[config.mk]
export PLATFORM = sky130hd
export DESIGN_NAME = hdc_msg_tokenizer
export DESIGN_NICKNAME = d
export VERILOG_FILES = /design/src/rtl/hdc_msg_tokenizer.sv
export SDC_FILE = /design/constraint.sdc
export NUM_CORES = 1
export LEC_CHECK = 0
export CORE_ASPECT_RATIO = 1.25
export CORE_MARGIN = 1
export CORE_UTILIZATION = 45
export CTS_CLUSTER_SIZE = 25
export DETAILED_ROUTE_END_ITERATION = 10
export SETUP_SLACK_MARGIN = 0.02
export SLEW_MARGIN = 20
export SYNTH_ARGS = -nofsm -noshare
export SYNTH_HDL_FRONTEND = slang
export SYNTH_SLANG_ARGS = --single-unit
[constraint.sdc]
create_clock -name clk -period 16.5 [get_ports clk]
set_clock_uncertainty 0.05 [all_clocks]
set_input_delay 3.3 -clock clk [delete_from_list [all_inputs] [get_ports clk]]
set_output_delay 3.3 -clock clk [all_outputs]
set_load 0.02 [all_outputs]
[src/rtl/hdc_msg_tokenizer.sv]
// HDC spam classifier front end: lowers and maps message bytes to item-memory
// symbol indices, buffers them, then replays them to the bundling encoder.
module hdc_msg_tokenizer #(
    parameter int MAX_LENGTH = 200,
    parameter int NUM_CHAR   = 37,
    parameter int IDX_W      = 6
) (
    input  logic             clk,
    input  logic             reset,
    input  logic             in_valid,
    output logic             in_ready,
    input  logic [7:0]       in_char,
    input  logic             in_last,
    output logic             tok_valid,
    input  logic             tok_ready,
    output logic [IDX_W-1:0] tok_idx,
    output logic             tok_last,
    output logic [7:0]       msg_len,
    output logic             msg_ovf
);

    // state   | meaning
    // IDLE    | waiting for the first byte of a message
    // COLLECT | storing bytes until in_last
    // EMIT    | replaying buffered symbols to the encoder
    typedef enum logic [1:0] {IDLE, COLLECT, EMIT} state_t;

    localparam logic [7:0] MAX_L = 8'(MAX_LENGTH);

    if ((2 ** IDX_W) < NUM_CHAR) begin : g_idx_w_check
        $error("IDX_W too narrow for NUM_CHAR");
    end

    state_t           state;
    logic [IDX_W-1:0] mem [MAX_LENGTH];
    logic [7:0]       wr_cnt;
    logic [7:0]       rd_ptr;
    logic [7:0]       rd_nxt;
    logic [7:0]       lc;
    logic [IDX_W-1:0] char_idx;
    logic             accept;
    logic             room;
    logic [7:0]       next_len;

    always_comb begin
        lc       = (in_char >= 8'h41 && in_char <= 8'h5a) ? in_char + 8'd32 : in_char;
        char_idx = '0;
        // 'a' maps to 11 and '0' maps to 1
        if (lc >= 8'h61 && lc <= 8'h7a)
            char_idx = IDX_W'(lc - 8'h56);
        else if (lc >= 8'h30 && lc <= 8'h39)
            char_idx = IDX_W'(lc - 8'h2f);
    end

    assign accept   = in_valid & in_ready;
    assign room     = (wr_cnt < MAX_L);
    assign next_len = room ? wr_cnt + 8'd1 : wr_cnt;
    assign rd_nxt   = rd_ptr + 8'd1;

    // Buffer has no reset; contents are only read back after being written.
    always_ff @(posedge clk) begin
        if (accept && state == IDLE)
            mem[0] <= char_idx;
        else if (accept && state == COLLECT && room)
            mem[wr_cnt] <= char_idx;
    end

    always_ff @(posedge clk) begin
        if (reset) begin
            state     <= IDLE;
            wr_cnt    <= '0;
            rd_ptr    <= '0;
            in_ready  <= 1'b1;
            tok_valid <= 1'b0;
            tok_idx   <= '0;
            tok_last  <= 1'b0;
            msg_len   <= '0;
            msg_ovf   <= 1'b0;
        end else begin
            case (state)
                IDLE: begin
                    if (accept) begin
                        wr_cnt  <= 8'd1;
                        msg_ovf <= 1'b0;
                        if (in_last) begin
                            state     <= EMIT;
                            in_ready  <= 1'b0;
                            tok_valid <= 1'b1;
                            tok_idx   <= char_idx;
                            tok_last  <= 1'b1;
                            msg_len   <= 8'd1;
                            rd_ptr    <= '0;
                        end else begin
                            state <= COLLECT;
                        end
                    end
                end
                COLLECT: begin
                    if (accept) begin
                        if (room)
                            wr_cnt <= next_len;
                        else
                            msg_ovf <= 1'b1;
                        if (in_last) begin
                            // First token comes from the buffer; mem[0] was filled in IDLE.
                            state     <= EMIT;
                            in_ready  <= 1'b0;
                            tok_valid <= 1'b1;
                            tok_idx   <= mem[0];
                            tok_last  <= (next_len == 8'd1);
                            msg_len   <= next_len;
                            rd_ptr    <= '0;
                        end
                    end
                end
                EMIT: begin
                    if (tok_ready) begin
                        if (tok_last) begin
                            state     <= IDLE;
                            in_ready  <= 1'b1;
                            tok_valid <= 1'b0;
                            tok_idx   <= '0;
                            tok_last  <= 1'b0;
                        end else begin
                            rd_ptr   <= rd_nxt;
                            tok_idx  <= mem[rd_nxt];
                            tok_last <= (rd_nxt == msg_len - 8'd1);
                        end
                    end
                end
                default: state <= IDLE;
            endcase
        end
    end

endmodule

==> results.py, run 1 <==
metrics = {
    "detailed_routing": {
        "initialDrtViolationCount": 2434,
        "drt-wirelength-per-cell_um": 29.6,
        "drcViolationCount": 0,
        "wl_um": 124000,
        "dr.pass1.iters": 5,
        "vias_per_cell": 5.97,
        "postRouteAntennaNets": 0,
        "vias": 24900,
    },
    "global_route": {
        "grt_pass1_vias": 25600,
        "grt_pass1_wl_um": 180000,
        "grt_max_degree": 202,
        "grt_overflow": 0,
        "grtUsageTotal_pct": 22.4,
        "grt_antenna_before_repair": 2,
    },
    "synthesis": {
        "ys_ff_latch": 1236,
        "ys_top_cells_by_area": "edfxtp_1 73%, mux4_2 14%, nor2_1 1.9%",
        "yosys.area.top_type": "edfxtp_1",
        "ys_types": 69,
        "synth_top_area_share_pct": 72.7,
        "synth_common_cells": "1,200 x edfxtp_1, 312 x mux4_2, 256 x nor2_1",
        "synthMostInstantiatedCell": "edfxtp_1",
        "synth_cells": 2598,
        "syn_avg_cell_area_um2": 19.1,
        "synth_edf_count": 1200,
        "synth_area_mm2": 0.0496,
        "ys.flop_type": "edfxtp_1",
        "async_flop_share_pct": 0,
        "ys_seq_area_share_pct": 74.2,
        "synth_warnings": 0,
        "syn_nets": 2626,
    },
    "outcome": {
        "status": "complete, no violations",
    },
    "critical_path": {
        "rr_endpoint": "tok_idx[3]",
        "r2r_cells": 10,
        "timing.rr.start": "rd_ptr[0]",
        "crit_top_cell": "buf_4",
        "crit_chain": "clkdlybuf4s50_1 > inv_1 > ha_1 > nor3_1 > nand3_1 > a41oi_1 > nor4b_1 > and2_4 > buf_4 > buf_4 > o21ai_0 > a21oi_1 > o21a_1",
        "worst_path_max_delay_cell": "buf_4",
        "cpLargestDelayFamily": "buffers and inverters",
        "cp_data_required_time_ps": 17110,
        "ff2ff_setup_slack_ps": 10640,
        "slowest_delay_ps": 790,
        "cp.arrival_ps": 8540,
        "start_kind": "input pin",
        "crit_fanout": 81,
        "critPathBufInv": 4,
        "worstSetupPathType": "input pin to flop",
        "crit_path_end_kind": "flop",
    },
    "sta": {
        "setup_violations": 0,
        "tightestPinTransition_ps": 1120,
        "rsz0062_at_grt": "no",
        "slew_headroom_pct": 24.9,
        "clock.fmax_mhz": 126,
        "final.setup.worst_slack_ps": 8570,
        "hold_violations": 0,
        "min_period_ps": 7930,
        "layout_worst_path_cycle_share_pct": 48.0,
        "slew_viol_final": 0,
        "setup_tns_ps": 0,
    },
    "floorplan": {
        "start_util_pct": 45.6,
        "die_y_um": 373,
        "die_x_um": 299,
        "ios": 31,
        "coreArea_mm2": 0.109,
        "dieArea_mm2": 0.111,
        "fp-row-count": 135,
    },
    "cts": {
        "post-cts-setup-buffer-count": 0,
        "htreeDepth": 3,
        "cts_sinks": 1236,
        "cts_buffers": 113,
        "cts_tree": "done",
        "cts_buffer_depth": 3,
        "cts_resized": 0,
        "clk_latency_ps": 720,
        "clock-root-buffer": "clkbuf_16",
        "hold_buffers": 0,
        "cts.clk_slew.worst_paths_ps": 70,
    },
    "cells_and_area": {
        "final_area_mm2": 0.0554,
        "syn2layout_area_growth_pct": 11.8,
        "drive_above_1_share_pct": 21.1,
        "nets": 2671,
    },
    "place": {
        "post-place-ws_ps": 7860,
        "place_congestion": 0.859,
        "place_area_mm2": 0.0514,
        "portBuffers": 30,
        "dp_hpwl_um": 75500,
    },
    "pwr": {
        "p_seq_share_pct": 50.4,
        "switching_share_pct": 22.4,
        "power.density_mw_per_mm2": 125,
        "p_leak_nw": 14.4,
        "ir_worst_vdd_v": 0.0000807,
        "internal_power_w": 0.00537,
        "p_clk_share_pct": 40.5,
        "combinationalPowerShare_pct": 9.1,
        "power.switching_w": 0.00155,
    },
    "worst_hold_path": {
        "min_to": "tok_idx[0]",
        "min-delay-start": "tok_idx[0]",
        "min_path_cells": 2,
        "worstHoldPathType": "flop to flop",
    },
    "job": {
        "max_cap_viol_count": 0,
    },
}
==> worst min-delay path: cells and delay by family (launching register included) <==
family | cells | cell delay [ps]
and+or+nand+nor | 1 | 90
DFF | 1 | 320
AOI/OAI and AO/OA | 1 | 60
==> per-layer routing <==
layer	vias up	wire, um	GRT usage, %
met5	-	0	0
met2	995	61600	36.9
met4	0	4650	9.14
met1	13200	48500	29.5
met3	197	8820	3.64
li1	10600	-	-
==> through the flow <==
step	total power [W]	hold WS (ps)	instances	util (%)
after floorplan	0.00402	436	2598	-
after global placement	0.00418	445	3965	47.3
after detailed placement	0.00419	450	3965	47.3
after CTS	0.00697	463	4173	50.9
after global routing	0.00711	481	4174	51.0
final	0.00692	464	4175	51.0
==> state kept, by name, indices dropped and copies added, names as in the netlist <==
name	cells
tok_valid	1
mem	1200
wr_cnt	8
rd_ptr	8
state	2
msg_ovf	1
msg_len	8
tok_idx	6
in_ready	1
tok_last	1
==> final cells by class <==
type,count,area (um^2)
sequential,1236,36800
fill,8748,53300
inverter,15,56.3
tap,1438,1800
clock buffer,132,3010
clock inverter,76,973
antenna,1,2.50
multi-input combinational,1187,12000
timing repair buffer,90,837
==> layout by cell type (no fill, tap or decap), drive strengths merged, types with 8 or more instances in the layout <==
master / synthesis / routed
a211oi: 8 / 8
a21oi: 48 / 48
a22oi: 16 / 16
and2: 11 / 11
and3: 8 / 8
buf: 94 / 60
bufinv: 0 / 23
clkbuf: 66 / 132
clkdlybuf4s50: 0 / 30
clkinv: 0 / 40
clkinvlp: 0 / 9
dfxtp: 36 / 36
edfxtp: 1200 / 1200
ha: 15 / 15
inv: 15 / 19
mux2: 8 / 8
mux2i: 52 / 52
mux4: 312 / 312
nand2: 202 / 202
nand3: 38 / 38
nor2: 256 / 256
nor2b: 9 / 9
nor3: 20 / 20
nor4: 17 / 17
o21ai: 16 / 16
o22ai: 17 / 17
xnor2: 19 / 19
xor2: 8 / 8
==> worst max path at each step <==
| stage | slack [ps] | endpoint | startpoint | cells past startpoint |
|---|---|---|---|---|
| global placement | 7960 | tok_idx[4] | in_char[1] | 13 |
| detailed placement | 7860 | tok_idx[4] | in_char[1] | 13 |
| finish | 8570 | tok_idx[4] | in_char[1] | 13 |
| global route | 8120 | tok_idx[4] | in_char[1] | 13 |
| floorplan | 2230 | mem[0][1] | in_char[0] | 8 |
| CTS | 8590 | tok_idx[4] | in_char[1] | 13 |
==> power groups by stage <==
stage          Combinational (W)  Clock (W)  Sequential [W]
5_1_grt                 0.000674    0.00295         0.00349
4_1_cts                 0.000639    0.00284         0.00349
3_5_place_dp            0.000637          0         0.00356
6_report                0.000631    0.00280         0.00349
3_3_place_gp            0.000629          0         0.00355
2_1_floorplan           0.000460          0         0.00356
==> logic make-up (layout without fill, tap and decap cells) <==
kind of cell / count (synthesis) / count (layout) / share of synthesized area, %
compound gates: 170 / 170 / 2.35
xor+xnor: 28 / 28 / 0.553
fa+ha+maj: 15 / 15 / 0.379
buf+inv: 175 / 313 / 1.95
flops: 1236 / 1236 / 74.2
mux: 372 / 372 / 15.4
other cells: 0 / 1 / 0
simple gates: 602 / 602 / 5.21
Power figures use the tool's default switching activity.
==> run 2, diff against run 1 <==
==> constraint.sdc (replaced) <==
create_clock -name clk -period 6.95 [get_ports clk]
set_clock_uncertainty 0.05 [all_clocks]
set_input_delay 1.39 -clock clk [delete_from_list [all_inputs] [get_ports clk]]
set_output_delay 1.39 -clock clk [all_outputs]
set_load 0.02 [all_outputs]
==> results.py, run 2 (synthesized netlist as in run 1, its figures left out) <==
metrics = {
    "detailed_routing": {
        "vias": 25200,
        "vias_per_cell": 6.01,
        "initialDrtViolationCount": 2544,
        "postRouteAntennaNets": 0,
        "drcViolationCount": 0,
        "drt-wirelength-per-cell_um": 30.0,
        "wl_um": 126000,
        "dr.pass1.iters": 5,
    },
    "sta": {
        "rsz0062_at_grt": "no",
        "clock.fmax_mhz": 197,
        "slew_headroom_pct": 27.0,
        "final.setup.worst_slack_ps": 1880,
        "slew_viol_final": 0,
        "hold_violations": 0,
        "tightestPinTransition_ps": 1090,
        "min_period_ps": 5070,
        "layout_worst_path_cycle_share_pct": 73.0,
        "setup_violations": 0,
    },
    "cts": {
        "cts_buffer_depth": 3,
        "cts_buffers": 112,
        "cts_sinks": 1236,
        "cts_resized": 0,
        "hold_buffers": 0,
        "post-cts-setup-buffer-count": 0,
        "cts.clk_slew.worst_paths_ps": 70,
        "cts_tree": "done",
        "clock-root-buffer": "clkbuf_16",
        "htreeDepth": 3,
        "clk_latency_ps": 700,
    },
    "critical_path": {
        "worstSetupPathType": "input pin to flop",
        "cp_data_required_time_ps": 7350,
        "crit_path_end_kind": "flop",
        "crit_fanout": 55,
        "slowest_delay_ps": 740,
        "worst_path_max_delay_cell": "nor4b_1",
        "cp.arrival_ps": 5470,
        "crit_chain": "clkdlybuf4s50_1 > inv_1 > ha_1 > nor3_1 > nand3_1 > a41oi_1 > nor4b_1 > o21ai_0 > nand3_4 > buf_4",
        "start_kind": "input pin",
    },
    "global_route": {
        "grtUsageTotal_pct": 22.8,
        "grt_max_degree": 106,
        "grt_overflow": 0,
        "grt_pass1_vias": 25700,
        "grt_antenna_before_repair": 1,
        "grt_pass1_wl_um": 183000,
    },
    "place": {
        "dpl.cell_count": 3982,
        "dp_hpwl_um": 78400,
        "portBuffers": 30,
        "place_congestion": 0.851,
        "place_area_mm2": 0.0517,
        "post-place-ws_ps": 1270,
    },
    "cells_and_area": {
        "drive_above_1_share_pct": 21.9,
        "nets": 2687,
        "syn2layout_area_growth_pct": 12.0,
        "layout.cells.non_filler": 4196,
        "largest_reg_flops": 1200,
        "top_register": "mem",
        "layout_commonest_cell": "edfxtp_1",
        "nFillCells": 8688,
        "layout_common_cells": "1,200 x edfxtp_1, 312 x mux4_2, 256 x nor2_1",
        "final_area_mm2": 0.0555,
    },
    "floorplan": {
        "ios": 31,
        "coreArea_mm2": 0.109,
        "fp-row-count": 135,
        "start_util_pct": 45.6,
        "die_y_um": 373,
        "die_x_um": 299,
        "dieArea_mm2": 0.111,
    },
    "outcome": {
        "status": "complete, no violations",
    },
    "pwr": {
        "ir_worst_vdd_v": 0.000298,
        "power.density_mw_per_mm2": 291,
        "total_power_w": 0.0161,
        "p_leak_nw": 14.4,
    },
    "job": {
        "max_cap_viol_count": 0,
    },
    "worst_hold_path": {
        "worstHoldPathType": "flop to flop",
    },
}
[run 2: cell count changes in the layout (fill, tap and decap cells not counted), sizes merged]
| cell | delta |
|---|---|
| clkinvlp | +12 |
| clkbuf | -8 |
| buf | +17 |
| bufinv | -8 |
| clkinv | +8 |
[run 2: per-stage QoR]
step / TNS [ps] / hold slack, ps / utilization (%)
after floorplan: -791830 / 436 / -
after global placement: 0 / 409 / 47.5
after detailed placement: 0 / 416 / 47.5
after CTS: 0 / 428 / 51.0
after global routing: 0 / 453 / 51.0
final: 0 / 434 / 51.0
[run 2: cell type report]
class / instances / area (um^2) / area share (%)
inverter: 15 / 56.3 / 0.101
multi-input combinational: 1187 / 12000 / 21.6
antenna: 1 / 2.50 / 0.00451
tap: 1438 / 1800 / 3.24
clock buffer: 124 / 2910 / 5.25
timing repair buffer: 107 / 1100 / 1.98
clock inverter: 88 / 878 / 1.58
sequential: 1236 / 36800 / 66.2
[run 2: power by group]
| group | internal [W] | leakage (nW) | switching, W |
|---|---|---|---|
| registers | 0.00820 | 9.08 | 0.0000845 |
| clock network | 0.00359 | 1.80 | 0.00276 |
| logic | 0.000607 | 3.50 | 0.000885 |
| total | 0.0124 | 14.4 | 0.00373 |
[run 2: final timing paths]
kind              start          to  slack, ps  cells past startpoint
max          in_char[1]  mem[52][3]       1880                     10
min             msg_ovf     msg_ovf        430                      2
max reg2reg   rd_ptr[0]  tok_idx[5]       2420                      9
min reg2reg     msg_ovf     msg_ovf        430                      2
[run 2: critical path: cells and delay by family]
kind                       cells  cell delay [ps]
adders and majority gates      1              240
buffers and inverters          3             1390
and+or+nand+nor                4             1700
AOI/OAI and AO/OA              2              640
[run 2: layer usage]
layer  vias up  routed length, um  track usage (%)
met4         0               4530             8.52
li1      10600                  -                -
met1     13400              50100             30.2
met2       998              63100             37.8
met3       192               8050             3.76
met5         -                  0                0
